[src/rtl/ift_mon_pkg.sv]
// Shared constants and types for the information-flow taint monitor.
package ift_mon_pkg;

  // Exposure classification carried on the STATE port
  typedef enum logic [1:0] {
    ST_CLEAN   = 2'd0,
    ST_TAINTED = 2'd1,
    ST_ALERT   = 2'd2
  } state_e;

  localparam int unsigned RUN_W   = 8;
  localparam logic [RUN_W-1:0] RUN_MAX = 8'd255;
  localparam int unsigned CNT_W   = 16;

  // Event record width: {stamp, Q, Q_t}
  function automatic int unsigned ev_width(input int unsigned stamp_w, input int unsigned tw);
    return stamp_w + 1 + tw;
  endfunction

endpackage

[src/rtl/ift_event_fifo.sv]
// Synchronous event FIFO; extra pointer bit separates full from empty.
module ift_event_fifo #(
  parameter int unsigned WIDTH = 49,
  parameter int unsigned DEPTH = 8
) (
  input  logic             clk_i,
  input  logic             rst_i,
  input  logic             push_i,
  input  logic [WIDTH-1:0] data_i,
  input  logic             ready_i,
  output logic             valid_o,
  output logic [WIDTH-1:0] data_o,
  output logic             drop_o
);

  localparam int unsigned AW = $clog2(DEPTH);

  logic [WIDTH-1:0] mem_q [DEPTH];
  logic [AW:0]      wr_ptr_q;
  logic [AW:0]      rd_ptr_q;
  logic             empty;
  logic             full;
  logic             pop;
  logic             push_ok;

  assign empty   = (wr_ptr_q == rd_ptr_q);
  assign full    = (wr_ptr_q[AW] != rd_ptr_q[AW]) && (wr_ptr_q[AW-1:0] == rd_ptr_q[AW-1:0]);
  assign pop     = !empty && ready_i;
  // A pop in the same cycle frees the slot the push will land in
  assign push_ok = push_i && (!full || pop);
  assign drop_o  = push_i && full && !pop;
  assign valid_o = !empty;
  assign data_o  = empty ? '0 : mem_q[rd_ptr_q[AW-1:0]];

  // Pointer update; reset discards all queued entries
  always_ff @(posedge clk_i) begin
    if (rst_i) begin
      wr_ptr_q <= '0;
      rd_ptr_q <= '0;
    end else begin
      if (push_ok) wr_ptr_q <= wr_ptr_q + (AW+1)'(1);
      if (pop)     rd_ptr_q <= rd_ptr_q + (AW+1)'(1);
    end
  end

  // Storage write; contents are only visible through valid entries
  always_ff @(posedge clk_i) begin
    if (!rst_i && push_ok) mem_q[wr_ptr_q[AW-1:0]] <= data_i;
  end

endmodule

[src/rtl/ift_taint_monitor.sv]
// Observes Q/Q_t of an IFT-instrumented cell, classifies sustained taint
// and logs every taint-vector change as a stamped event.
module ift_taint_monitor
  import ift_mon_pkg::*;
#(
  parameter int unsigned TW           = 32,
  parameter int unsigned DEPTH        = 8,
  parameter int unsigned STAMP_W      = 16,
  parameter int unsigned ALERT_THRESH = 4
) (
  input  logic                                CLK,
  input  logic                                CLR,
  input  logic                                EN,
  input  logic                                Q,
  input  logic [TW-1:0]                       Q_t,
  input  logic                                ACK,
  input  logic                                EV_READY,
  output logic                                EV_VALID,
  output logic [ev_width(STAMP_W, TW)-1:0]    EV_DATA,
  output logic                                ALERT,
  output logic [1:0]                          STATE,
  output logic [CNT_W-1:0]                    TAINT_CNT,
  output logic                                OVERFLOW
);

  localparam int unsigned EV_W = ev_width(STAMP_W, TW);
  localparam logic [RUN_W-1:0] THRESH = RUN_W'(ALERT_THRESH);

  state_e               state_q;
  logic                 alert_q;
  logic [STAMP_W-1:0]   stamp_q;
  logic [RUN_W-1:0]     run_q;
  logic [RUN_W-1:0]     run_d;
  logic [CNT_W-1:0]     taint_cnt_q;
  logic [TW-1:0]        prev_qt_q;
  logic                 overflow_q;
  logic                 tainted;
  logic                 ev_push;
  logic [EV_W-1:0]      ev_din;
  logic                 ev_drop;

  assign tainted = |Q_t;
  assign ev_push = EN && (Q_t != prev_qt_q);
  assign ev_din  = {stamp_q, Q, Q_t};

  // Run length of consecutive tainted samples, saturating at RUN_MAX
  always_comb begin
    run_d = '0;
    if (tainted) run_d = (run_q == RUN_MAX) ? RUN_MAX : run_q + RUN_W'(1);
  end

  // Classification FSM; ALERT is sticky until acknowledged on a clean sample
  always_ff @(posedge CLK) begin
    if (CLR) begin
      state_q <= ST_CLEAN;
      alert_q <= 1'b0;
    end else if (EN) begin
      case (state_q)
        ST_ALERT: begin
          if (ACK && !tainted) begin
            state_q <= ST_CLEAN;
            alert_q <= 1'b0;
          end
        end
        default: begin
          if (run_d >= THRESH) begin
            state_q <= ST_ALERT;
            alert_q <= 1'b1;
          end else if (tainted) begin
            state_q <= ST_TAINTED;
            alert_q <= 1'b0;
          end else begin
            state_q <= ST_CLEAN;
            alert_q <= 1'b0;
          end
        end
      endcase
    end
  end

  // Sample-side counters and change tracking, all frozen when EN is low
  always_ff @(posedge CLK) begin
    if (CLR) begin
      stamp_q     <= '0;
      run_q       <= '0;
      taint_cnt_q <= '0;
      prev_qt_q   <= '0;
    end else if (EN) begin
      stamp_q   <= stamp_q + STAMP_W'(1);
      run_q     <= run_d;
      prev_qt_q <= Q_t;
      if (tainted && (taint_cnt_q != '1)) taint_cnt_q <= taint_cnt_q + CNT_W'(1);
    end
  end

  // Sticky record of any event lost to a full queue
  always_ff @(posedge CLK) begin
    if (CLR)          overflow_q <= 1'b0;
    else if (ev_drop) overflow_q <= 1'b1;
  end

  ift_event_fifo #(
    .WIDTH (EV_W),
    .DEPTH (DEPTH)
  ) u_fifo (
    .clk_i   (CLK),
    .rst_i   (CLR),
    .push_i  (ev_push),
    .data_i  (ev_din),
    .ready_i (EV_READY),
    .valid_o (EV_VALID),
    .data_o  (EV_DATA),
    .drop_o  (ev_drop)
  );

  assign STATE     = state_q;
  assign ALERT     = alert_q;
  assign TAINT_CNT = taint_cnt_q;
  assign OVERFLOW  = overflow_q;

endmodule

[config.mk]
export PLATFORM = sky130hd
export DESIGN_NAME = ift_taint_monitor
export DESIGN_NICKNAME = d
export VERILOG_FILES = /design/src/rtl/ift_mon_pkg.sv /design/src/rtl/ift_event_fifo.sv /design/src/rtl/ift_taint_monitor.sv
export SDC_FILE = /design/constraint.sdc
export NUM_CORES = 1
export LEC_CHECK = 0
export BUFFER_PORTS_ARGS = -buffer_cell sky130_fd_sc_hd__buf_2
export CAP_MARGIN = 20
export CORE_MARGIN = 2
export CORE_UTILIZATION = 61
export DETAILED_ROUTE_END_ITERATION = 10
export GPL_TIMING_DRIVEN = 0
export PLACE_DENSITY = 0.77
export SYNTH_ARGS = -nofsm -noshare
export SYNTH_HDL_FRONTEND = slang
export SYNTH_SLANG_ARGS = --single-unit
[constraint.sdc]
create_clock -name CLK -period 9 [get_ports CLK]
set_input_delay 1.35 -clock CLK [delete_from_list [all_inputs] [get_ports CLK]]
set_output_delay 1.35 -clock CLK [all_outputs]
set_load 0.02 [all_outputs]
==> results.cfg <==
[grt]
grt_pass1_wl_um = 63470
met3_usage_pct = 4.264
grt_max_degree = 20
grt_pass1_vias = 10940
grt_busiest_layer = met2
grt-ovfl-total = 0
use_met2_pct = 42.08
antenna_found_initial = 2
globalRouteTotalUtil_pct = 25.59
use_met1_pct = 36.04

[critical_path]
startpoint_type = register
cp.arrival_ns = 3.13
cp_cell_sequence = buf_2, xor2_1, nor4b_2, clkbuf_1, nor2_1, buf_2
reg2reg_depth = 10
worst-setup-path-type = register to output pin
crit_fanout = 10
end_kind = output pin
path_buf_inv = 3
required_ns = 7.65
cp_top_family = simple AND/OR/NAND/NOR gates
cp.depth = 6
slowest_stage = nor4b_2
slowest_delay_ns = 0.89
cpMostUsedCell = buf_2

[placed_design]
place_area_um2 = 20540
dp.cells = 1644
io_buffers = 107
hpwlAfterDp_um = 27620
place_congestion = 0.8543

[power]
peakVddDrop_mv = 0.1652
leakagePower_nw = 7.724
power_mw = 5.065
p_per_area_nw_per_um2 = 230.3

[floorplan]
design.portCount = 108
die_w_um = 180.2
start_util_pct = 61.94
die_area_um2 = 32490
core-area_um2 = 30590
die_h_um = 180.2
rows = 64

[routing]
drt_pre_antenna_iters = 6
routed_wirelength_um = 40980
via_count = 10590
drt-vias-per-instance = 6.123
drtIter0Drc = 1063
wire_per_inst_um = 23.69
antenna_left = 0
drc_errors = 0

[yosys]
synthTopCellsByCount = edfxtp_1 (392), nor2_1 (129), mux4_2 (98)
synth_cell_types = 46
async_flop_share_pct = 0
synth-edff-count = 392
ys_seq_elements = 478
yosysTopAreaCell = edfxtp_1
synth_flop_cell = edfxtp_1
syn_nets = 1135
synth_seq_area_share_pct = 71.21
yosysWarnings = 0
netlist_instances = 1092
avgSynthCellArea_um2 = 17.35
synth_top_cell_area_share_pct = 62.12
syn_area_um2 = 18950
synthTopCellsByArea = edfxtp_1 (62%), mux4_2 (12%), dfxtp_1 (9.1%), mux2i_1 (4.5%), xor2_1 (2.7%)
synth.most_common_cell = edfxtp_1

[outcome]
status = completed

[clocking]
clockBufferDepth = 3
clk_latency_ns = 0.54
cts_buffers = 46
ctsResizeCount = 0
cts-root-buf = clkbuf_16
cts_tree = done
post-cts-setup-buffers = 0
clk_pin_slew_ns = 0.06
cts_sinks = 478
htreeDepth = 2
cts_hold_repair.buffers = 0

[finish]
seqCellArea_um2 = 13490
area_growth_pct = 16.07
multi_input_area_um2 = 5225
fin_nets = 1339
fin_area_um2 = 21990
drive_above_1_share_pct = 26.86
fin_util_pct = 71.90
layoutNonFillerInstCount = 1730
n_fill_cell = 1942

[sta]
slew_violations = 0
rsz0062_at_grt = false
skew_ns = 0.01369
tns_ns = 0
min_period_over_period_pct = 49.82
setup_violations = 0
max_slew_margin_pct = 30.63
max_clock_freq_mhz = 223.0
period_needed_ns = 4.484
hold_violations = 0
worst-slew-pin-transition_ns = 1.032

[min_path]
hold_path.class = register to register
min_path_cells = 2

[run]
drv_cap = 0
==> report_power, final <==
part / total, mW / internal (mW) / switching (mW)
clock: 1.84 / 1.06 / 0.781
sequential: 2.45 / 2.43 / 0.0198
combinational: 0.781 / 0.317 / 0.464
total: 5.06 / 3.80 / 1.26
==> area by class of cell <==
class / instances / share of cell area (%)
clock inverters: 17 / 0.5063
clock buffers: 68 / 6.076
plain buffers: 56 / 1.104
multi-input cells: 549 / 23.76
well taps: 396 / 2.253
inverters: 9 / 0.1536
repair buffers: 156 / 4.785
flip-flops and latches: 478 / 61.35
diodes: 1 / 0.01138
==> worst reg2reg max path, delay by kind of cell, from the launching register on <==
| family | cells | cell delay (ns) |
|---|---|---|
| xor gates and xnor gates | 1 | 0.26 |
| buffers and inverters | 5 | 1.08 |
| DFF | 1 | 0.34 |
| and+or+nand+nor | 3 | 1.13 |
| AOI/OAI and AO/OA | 1 | 0.22 |
==> per-layer routing <==
metal,part of all wire [%],vias to the layer above
met5,0.027,-
met4,2.5,2
met3,6.7,73
met2,49,410
met1,42,5444
li1,-,4664
==> state kept, by name, indices dropped and copies added (netlist names), named ones only <==
signal / cells
TAINT_CNT: 16
u_fifo.mem_q: 392
stamp_q: 16
run_q: 8
prev_qt_q: 32
u_fifo.rd_ptr_q: 4
STATE: 2
u_fifo.wr_ptr_q: 4
OVERFLOW: 1
==> layout by cell type (no fill, tap or decap), drive strengths merged, types with 2 or more instances in the layout <==
cell type	netlist	layout
a211oi	5	5
a21oi	15	15
a31oi	7	7
and2	5	5
and3	8	8
and4	5	5
buf	31	187
clkbuf	25	93
clkinv	0	12
clkinvlp	0	3
dfxtp	86	86
edfxtp	392	392
ha	5	5
inv	9	10
mux2i	85	85
mux4	98	98
nand2	27	27
nand2b	4	4
nand3	22	22
nand4	9	9
nor2	129	129
nor3	7	7
nor3b	2	2
nor4	20	20
nor4b	2	2
o21ai	10	10
or2	2	2
or3	7	7
xnor2	6	6
xor2	58	58
==> kinds of logic (layout without fill, tap and decap cells) <==
| family | count (synthesis) | in the layout | share of synthesized area, % |
|---|---|---|---|
| muxes | 184 | 184 | 16.20 |
| other | 0 | 1 | 0 |
| AOI/OAI and AO/OA | 46 | 46 | 1.611 |
| and+or+nand+nor | 250 | 250 | 6.233 |
| buffers and inverters | 65 | 306 | 1.459 |
| adders and majority gates | 5 | 5 | 0.3302 |
| DFF | 478 | 478 | 71.21 |
| xor gates and xnor gates | 64 | 64 | 2.958 |
==> metrics by stage <==
stage | hold slack (ns) | setup slack (ns)
after global placement | 0.4643 | -3.917
after detailed placement | 0.4754 | 4.606
after global routing | 0.5302 | 4.399
final | 0.4971 | 4.516
after floorplan | 0.4705 | 1.405
after CTS | 0.4974 | 4.579
==> path summary, 6_finish.rpt <==
kind	startpoint	end	slack (ns)
hold / removal	OVERFLOW	OVERFLOW	0.50
setup reg to reg	u_fifo.wr_ptr_q[1]	u_fifo.mem_q[4][8]	5.70
hold reg to reg	OVERFLOW	OVERFLOW	0.50
setup / recovery	u_fifo.wr_ptr_q[1]	EV_DATA[17]	4.52
Power figures use the tool's default switching activity.
